`config.mk`:
```
export PLATFORM = sky130hd
export DESIGN_NAME = uart_rx_ctrl_flat
export DESIGN_NICKNAME = d
export VERILOG_FILES = /design/src/rtl/uart_rx_ctrl_if.sv /design/src/rtl/uart_rx_ctrl.sv /design/src/flat_wrapper.sv
export SDC_FILE = /design/constraint.sdc
export NUM_CORES = 1
export LEC_CHECK = 0
export BUFFER_PORTS_ARGS = -buffer_cell sky130_fd_sc_hd__buf_2
export CAP_MARGIN = 40
export CORE_MARGIN = 3
export CORE_UTILIZATION = 25
export DETAILED_ROUTE_END_ITERATION = 10
export MAX_ROUTING_LAYER = met4
export SETUP_SLACK_MARGIN = 0.02
export SYNTH_ARGS = -nofsm -noshare
export SYNTH_HDL_FRONTEND = slang
export SYNTH_SLANG_ARGS = --single-unit
```
`constraint.sdc`:
```
create_clock -name clk -period 2.7 [get_ports clk]
set_input_delay 0.405 -clock clk [delete_from_list [all_inputs] [get_ports clk]]
set_output_delay 0.405 -clock clk [all_outputs]
set_load 0.005 [all_outputs]
```
`src/rtl/uart_rx_ctrl_if.sv`:
```
// Signal bundle between the UART receive controller and the rest of the receive path.
// The slave side is the controller; the master side feeds the line and checker results.
interface uart_rx_ctrl_if;
    logic       RX_IN;
    logic       PAR_EN;
    logic [5:0] Prescale;
    logic       strt_glitch;
    logic       par_err;
    logic       stp_err;
    logic [4:0] edge_cnt;
    logic [3:0] bit_cnt;
    logic       dat_samp_en;
    logic       strt_chk_en;
    logic       deser_en;
    logic       par_chk_en;
    logic       stp_chk_en;
    logic       data_valid;
    logic       frame_err;
    logic       par_err_flg;

    modport master (
        output RX_IN, PAR_EN, Prescale, strt_glitch, par_err, stp_err,
        input  edge_cnt, bit_cnt, dat_samp_en, strt_chk_en, deser_en,
               par_chk_en, stp_chk_en, data_valid, frame_err, par_err_flg
    );

    modport slave (
        input  RX_IN, PAR_EN, Prescale, strt_glitch, par_err, stp_err,
        output edge_cnt, bit_cnt, dat_samp_en, strt_chk_en, deser_en,
               par_chk_en, stp_chk_en, data_valid, frame_err, par_err_flg
    );
endinterface

```
`src/rtl/uart_rx_ctrl.sv`:
```
// UART receive sequencer: start detect, edge/bit counting, checker enables and
// end-of-frame qualification into data_valid / frame_err / par_err_flg pulses.
module uart_rx_ctrl (
    input  logic          clk,
    input  logic          ARST_n,
    uart_rx_ctrl_if.slave bus
);
    localparam logic [2:0] IDLE   = 3'd0;
    localparam logic [2:0] START  = 3'd1;
    localparam logic [2:0] DATA   = 3'd2;
    localparam logic [2:0] PARITY = 3'd3;
    localparam logic [2:0] STOP   = 3'd4;

    logic [2:0] state;
    logic [4:0] edge_q;
    logic [3:0] bit_q;
    logic [4:0] edge_max;
    logic [4:0] edge_max_sel;
    logic       par_en_q;
    logic       sticky;
    logic       dv_q, fe_q, pe_q;
    logic       bit_end;

    // Stored as P-1 so the bit-end compare needs no subtractor; illegal ratios fall back to 8.
    always_comb begin
        edge_max_sel = 5'd7;
        case (bus.Prescale)
            6'd16:   edge_max_sel = 5'd15;
            6'd32:   edge_max_sel = 5'd31;
            default: edge_max_sel = 5'd7;
        endcase
    end

    assign bit_end = (edge_q == edge_max);

    always_ff @(posedge clk or negedge ARST_n) begin
        if (!ARST_n) begin
            state    <= IDLE;
            edge_q   <= 5'd0;
            bit_q    <= 4'd0;
            edge_max <= 5'd7;
            par_en_q <= 1'b0;
            sticky   <= 1'b0;
            dv_q     <= 1'b0;
            fe_q     <= 1'b0;
            pe_q     <= 1'b0;
        end else begin
            dv_q <= 1'b0;
            fe_q <= 1'b0;
            pe_q <= 1'b0;
            if (state == IDLE) begin
                edge_q <= 5'd0;
                bit_q  <= 4'd0;
                sticky <= 1'b0;
                // The detect cycle is edge 0, so counting resumes at 1.
                if (!bus.RX_IN) begin
                    state    <= START;
                    edge_q   <= 5'd1;
                    edge_max <= edge_max_sel;
                    par_en_q <= bus.PAR_EN;
                end
            end else begin
                edge_q <= bit_end ? 5'd0 : edge_q + 5'd1;
                if (bit_end) begin
                    bit_q <= bit_q + 4'd1;
                    case (state)
                        START: begin
                            if (bus.strt_glitch) begin
                                state <= IDLE;
                                bit_q <= 4'd0;
                            end else begin
                                state <= DATA;
                            end
                        end
                        DATA: begin
                            if (bit_q == 4'd8)
                                state <= par_en_q ? PARITY : STOP;
                        end
                        PARITY: begin
                            sticky <= bus.par_err;
                            state  <= STOP;
                        end
                        STOP: begin
                            state <= IDLE;
                            bit_q <= 4'd0;
                            dv_q  <= !bus.stp_err && !sticky;
                            fe_q  <= bus.stp_err;
                            pe_q  <= sticky;
                        end
                        default: begin
                            state <= IDLE;
                            bit_q <= 4'd0;
                        end
                    endcase
                end
            end
        end
    end

    assign bus.edge_cnt    = edge_q;
    assign bus.bit_cnt     = bit_q;
    assign bus.dat_samp_en = (state == START) || (state == DATA) ||
                             (state == PARITY) || (state == STOP);
    assign bus.strt_chk_en = (state == START);
    assign bus.deser_en    = (state == DATA);
    assign bus.par_chk_en  = (state == PARITY);
    assign bus.stp_chk_en  = (state == STOP);
    assign bus.data_valid  = dv_q;
    assign bus.frame_err   = fe_q;
    assign bus.par_err_flg = pe_q;
endmodule

```
`src/flat_wrapper.sv`:
```
// flat-port wrapper written by rule: the top's interface ports become plain ports
module uart_rx_ctrl_flat 
  (clk, ARST_n, bus_RX_IN, bus_PAR_EN, bus_Prescale, bus_strt_glitch, bus_par_err, bus_stp_err, bus_edge_cnt, bus_bit_cnt, bus_dat_samp_en, bus_strt_chk_en, bus_deser_en, bus_par_chk_en, bus_stp_chk_en, bus_data_valid, bus_frame_err, bus_par_err_flg);
  uart_rx_ctrl_if bus_i ();
  input  logic clk;
  input  logic ARST_n;
  input wire logic [$bits(bus_i.RX_IN)-1:0] bus_RX_IN;
  input wire logic [$bits(bus_i.PAR_EN)-1:0] bus_PAR_EN;
  input wire logic [$bits(bus_i.Prescale)-1:0] bus_Prescale;
  input wire logic [$bits(bus_i.strt_glitch)-1:0] bus_strt_glitch;
  input wire logic [$bits(bus_i.par_err)-1:0] bus_par_err;
  input wire logic [$bits(bus_i.stp_err)-1:0] bus_stp_err;
  output wire logic [$bits(bus_i.edge_cnt)-1:0] bus_edge_cnt;
  output wire logic [$bits(bus_i.bit_cnt)-1:0] bus_bit_cnt;
  output wire logic [$bits(bus_i.dat_samp_en)-1:0] bus_dat_samp_en;
  output wire logic [$bits(bus_i.strt_chk_en)-1:0] bus_strt_chk_en;
  output wire logic [$bits(bus_i.deser_en)-1:0] bus_deser_en;
  output wire logic [$bits(bus_i.par_chk_en)-1:0] bus_par_chk_en;
  output wire logic [$bits(bus_i.stp_chk_en)-1:0] bus_stp_chk_en;
  output wire logic [$bits(bus_i.data_valid)-1:0] bus_data_valid;
  output wire logic [$bits(bus_i.frame_err)-1:0] bus_frame_err;
  output wire logic [$bits(bus_i.par_err_flg)-1:0] bus_par_err_flg;
  assign bus_i.RX_IN = bus_RX_IN;
  assign bus_i.PAR_EN = bus_PAR_EN;
  assign bus_i.Prescale = bus_Prescale;
  assign bus_i.strt_glitch = bus_strt_glitch;
  assign bus_i.par_err = bus_par_err;
  assign bus_i.stp_err = bus_stp_err;
  assign bus_edge_cnt = bus_i.edge_cnt;
  assign bus_bit_cnt = bus_i.bit_cnt;
  assign bus_dat_samp_en = bus_i.dat_samp_en;
  assign bus_strt_chk_en = bus_i.strt_chk_en;
  assign bus_deser_en = bus_i.deser_en;
  assign bus_par_chk_en = bus_i.par_chk_en;
  assign bus_stp_chk_en = bus_i.stp_chk_en;
  assign bus_data_valid = bus_i.data_valid;
  assign bus_frame_err = bus_i.frame_err;
  assign bus_par_err_flg = bus_i.par_err_flg;
  uart_rx_ctrl u_core (.clk(clk), .ARST_n(ARST_n), .bus(bus_i));
endmodule
```
==> metrics.md <==
| Metric | Value |
|---|---|
| Status | `completed` |
| Critical path's top delay family | `flip-flops` |
| Compound-Gate Fraction of Synth Area | `16.09%` |
| Worst path cell trace | `inv_1 > nor3_1 > buf_2` |
| R2r worst-path depth | `5` |
| Synth area leaders | `dfrtp_1 45%, ha_1 3.6%, nand2_1 3.6%, nor2_1 3.6%, o41ai_2 3.1%` |
| Row count | `22` |
| Clock transition at path regs | `0.07 ns` |
| Vias | `869` |
| Antenna violations before repair | `0` |
| Worst Path Buf+Inv | `2` |
| Largest area contributor in the netlist | `dfrtp_1` |
| VDD IR max | `0.4598 mV` |
| DR vias/cell | `4.801` |
| Port Buffers | `29` |
| Achievable frequency | `568.0 MHz` |
| Post-CTS Resized | `0` |
| CP max stage delay | `0.55 ns` |
| Synth Area in Adders | `3.576%` |
| Avg Inst Size Synth | `10.19 um2` |
| IO Pins | `30` |
| Switching part of the total | `41.05%` |
| Post-Synth XOR/XNOR Area | `6.794%` |
| Sequential power share | `41.5%` |
| Routed wire per std cell | `12.98 um` |
| RSZ-0062 raised after global routing | `no` |
| Register area share after synthesis | `45.29%` |
| Leak pwr | `0.6282 nW` |
| Final min period | `1.761 ns` |
| Fraction of layout cells with a size suffix above 1 | `30.83%` |
| Post-synthesis simple-gate area fraction | `21.10%` |
| Net Sw Power | `0.4925 mW` |
| Synth Cell Area | `1050 um2` |
| Tot Pwr | `1.200 mW` |
| DRC | `0` |
| Hold WC Path Type | `input pin to asynchronous set/reset pin` |
| Synth top area share | `45.29%` |
| Crit path max fanout | `11` |
| Number of fill cells | `416` |
| Mux cell area share after synthesis | `2.026%` |
| Non-Filler Instances | `181` |
| Worst-Margin Slew | `0.5870 ns` |
| Max-Cap Viols | `0` |
| Grt ovf | `0` |
| Int Power | `0.7073 mW` |
| Core area | `3854 um2` |
| Final Net Count | `150` |
| Overall Global Routing Usage | `10.33%` |
| Clk buf depth | `2` |
| Yosys Warn Count | `0` |
| Vias in the first global route | `864` |
| First-pass GRT wire length | `4057 um` |
| Hold slack | `0.07824 ns` |
| Worst Path Required | `2.30 ns` |
| Final hold violation count | `0` |
| Cells after Synth | `103` |
| Die width | `70.80 um` |
| Num CTS Buffers | `3` |
| Fin Setup TNS | `0 ns` |
| Clock latency on the worst-skew pair | `0.26 ns` |
| Die height | `70.80 um` |
| Hpwl dp | `1854 um` |
| Final period util | `65.21%` |
| Initial drt markers | `46` |
| Drt total wl | `2349 um` |
| Setup CP Type | `flip-flop to output port` |
| GPL Wtd Cong | `0.8639` |
| Yosys reg bits | `19` |
| CTS tree | `built` |
| Count of cell types in the netlist | `35` |
| WP depth | `3` |
| Antenna-violating nets left | `0` |
| Worst Path Arrival | `1.36 ns` |
| CP startpoint kind | `flip-flop` |
| Slew Limit Fails | `0` |
| Setup crit end kind | `output port` |
| DRT Pass-1 Iters | `4` |
| CP max stage cell | `dfrtp_1` |
| Post-Synthesis Net Count | `119` |
| CTS sink cnt | `19` |
| PwrDens | `942.9 nW/um2` |
| Part of the total power dissipated in combinational logic | `41.7%` |
| Initial Util | `27.24%` |
| Die footprint | `5013 um2` |
| Ant diodes | `0` |
| H-tree depth | `1` |
| Largest family of logic cells by synthesized area | `simple AND/OR/NAND/NOR gates` |
| Clk pwr share | `16.8%` |
| Final setup fails | `0` |
| Max transition margin | `60.65%` |
| Synth-to-Final Area Change | `21.22%` |
| Post CTS Setup Buffer Count | `0` |
| Inst Count DP | `177` |
| Post-CTS Hold Fix Bufs | `0` |
| Skew final | `0.002375 ns` |
| Largest net degree at the start of global routing | `20` |
| Root Driver | `clkbuf_8` |
-- cells by family after synthesis --
logic type | count (synthesis)
AND/OR/NAND/NOR | 41
AO/OA/AOI/OAI | 22
flip-flops | 19
buffers and inverters | 10
XOR/XNOR | 6
adder cells (fa/ha/maj) | 3
multiplexers | 2
-- cells in the mapped netlist, drive strengths merged --
cell / count
dfrtp: 19
nand2: 10
nor2: 10
inv: 7
nor3: 6
o21ai: 6
nand3: 5
xor2: 4
a21oi: 3
and3: 3
buf: 3
ha: 3
nand2b: 3
a21boi: 2
o31ai: 2
o41ai: 2
or3: 2
xnor2: 2
a221oi: 1
a311oi: 1
a31oi: 1
a41o: 1
and2: 1
mux2: 1
mux2i: 1
o21a: 1
o22ai: 1
o31a: 1
or4: 1
-- final timing paths --
check / to / from / slack, ns
max in group asynchronous: u_core.bus.edge_cnt[2] / ARST_n / 2.31
max: bus_strt_chk_en / u_core.state[0] / 0.94
min reg2reg: u_core.bus.data_valid / u_core.sticky / 0.45
max reg2reg: u_core.sticky / u_core.bus.edge_cnt[0] / 0.97
min: u_core.state[2] / ARST_n / 0.08
min in group clk: u_core.bus.data_valid / bus_stp_err / 0.31
-- layout make-up --
cell class              count  area [um2]  area share (%)
flip-flops and latches     19       475.5           37.36
repair buffers             29       145.1           11.41
multi-input cells          74       520.5           40.90
inverters                   7       26.28           2.065
well taps                  48       60.06           4.720
clock buffers               4       45.04           3.540
-- per-layer routing --
layer | track usage (%) | vias to the layer above | wire (um)
met4 | 3.132 | 0 | 22
met3 | 3.693 | 2 | 159
met5 | - | - | 0
met1 | 13.03 | 415 | 1152
met2 | 15.55 | 28 | 1015
li1 | - | 424 | -
-- cells in the final DEF (no fill, tap or decap) --
master    count
inv_1         7
a311oi_1      1
o22ai_1       1
clkbuf_1      1
o21ai_0       2
buf_2        29
and3_1        3
nor2_1       10
clkbuf_8      3
nor3_1        4
a21boi_1      2
nand2b_4      1
nand3_1       5
o41ai_2       2
o21a_1        1
mux2i_1       1
xor2_1        3
o31ai_1       1
a41o_1        1
xnor2_1       2
a221oi_1      1
o31a_1        1
mux2_1        1
or4_1         1
a21oi_1       3
o21ai_1       4
and2_1        1
or3_4         2
xor2_4        1
dfrtp_1      19
nor3_2        2
a31oi_1       1
ha_1          3
nand2b_1      2
nand2_1      10
o31ai_2       1
-- registers in the layout, summed over array words and instances, names as in the netlist --
signal                  cells
u_core.bus.frame_err        1
u_core.state                3
u_core.sticky               1
u_core.bus.edge_cnt         5
u_core.bus.par_err_flg      1
u_core.bus.bit_cnt          4
u_core.par_en_q             1
u_core.edge_max             2
u_core.bus.data_valid       1
-- per-stage QoR --
| step | util, % | worst slack (ns) | area [um2] |
|---|---|---|---|
| final | 33.02 | 0.9393 | 1272 |
| after global routing | 33.02 | 0.8074 | 1272 |
| after CTS | 33.02 | 0.9632 | 1272 |
| after global placement | 31.85 | 1.078 | 1227 |
| after detailed placement | 31.85 | 1.005 | 1227 |
| after floorplan | - | 1.233 | 1050 |
-- power groups by stage --
| stage | Sequential, mW | Combinational (mW) | Clock [mW] |
|---|---|---|---|
| after floorplan | 0.448 | 0.403 | 0 |
| after global placement | 0.498 | 0.498 | 0 |
| after detailed placement | 0.503 | 0.504 | 0 |
| after CTS | 0.499 | 0.506 | 0.211 |
| after global routing | 0.516 | 0.565 | 0.220 |
| final | 0.498 | 0.500 | 0.202 |
-- worst register-to-register path: cells and delay by family (launching register included) --
kind                       cells  cell delay, ns
DFF                            1            0.40
adders and majority gates      1            0.23
AOI/OAI and AO/OA              2            0.36
and+or+nand+nor                2            0.64
No activity file was read; power rests on OpenSTA's default activity.
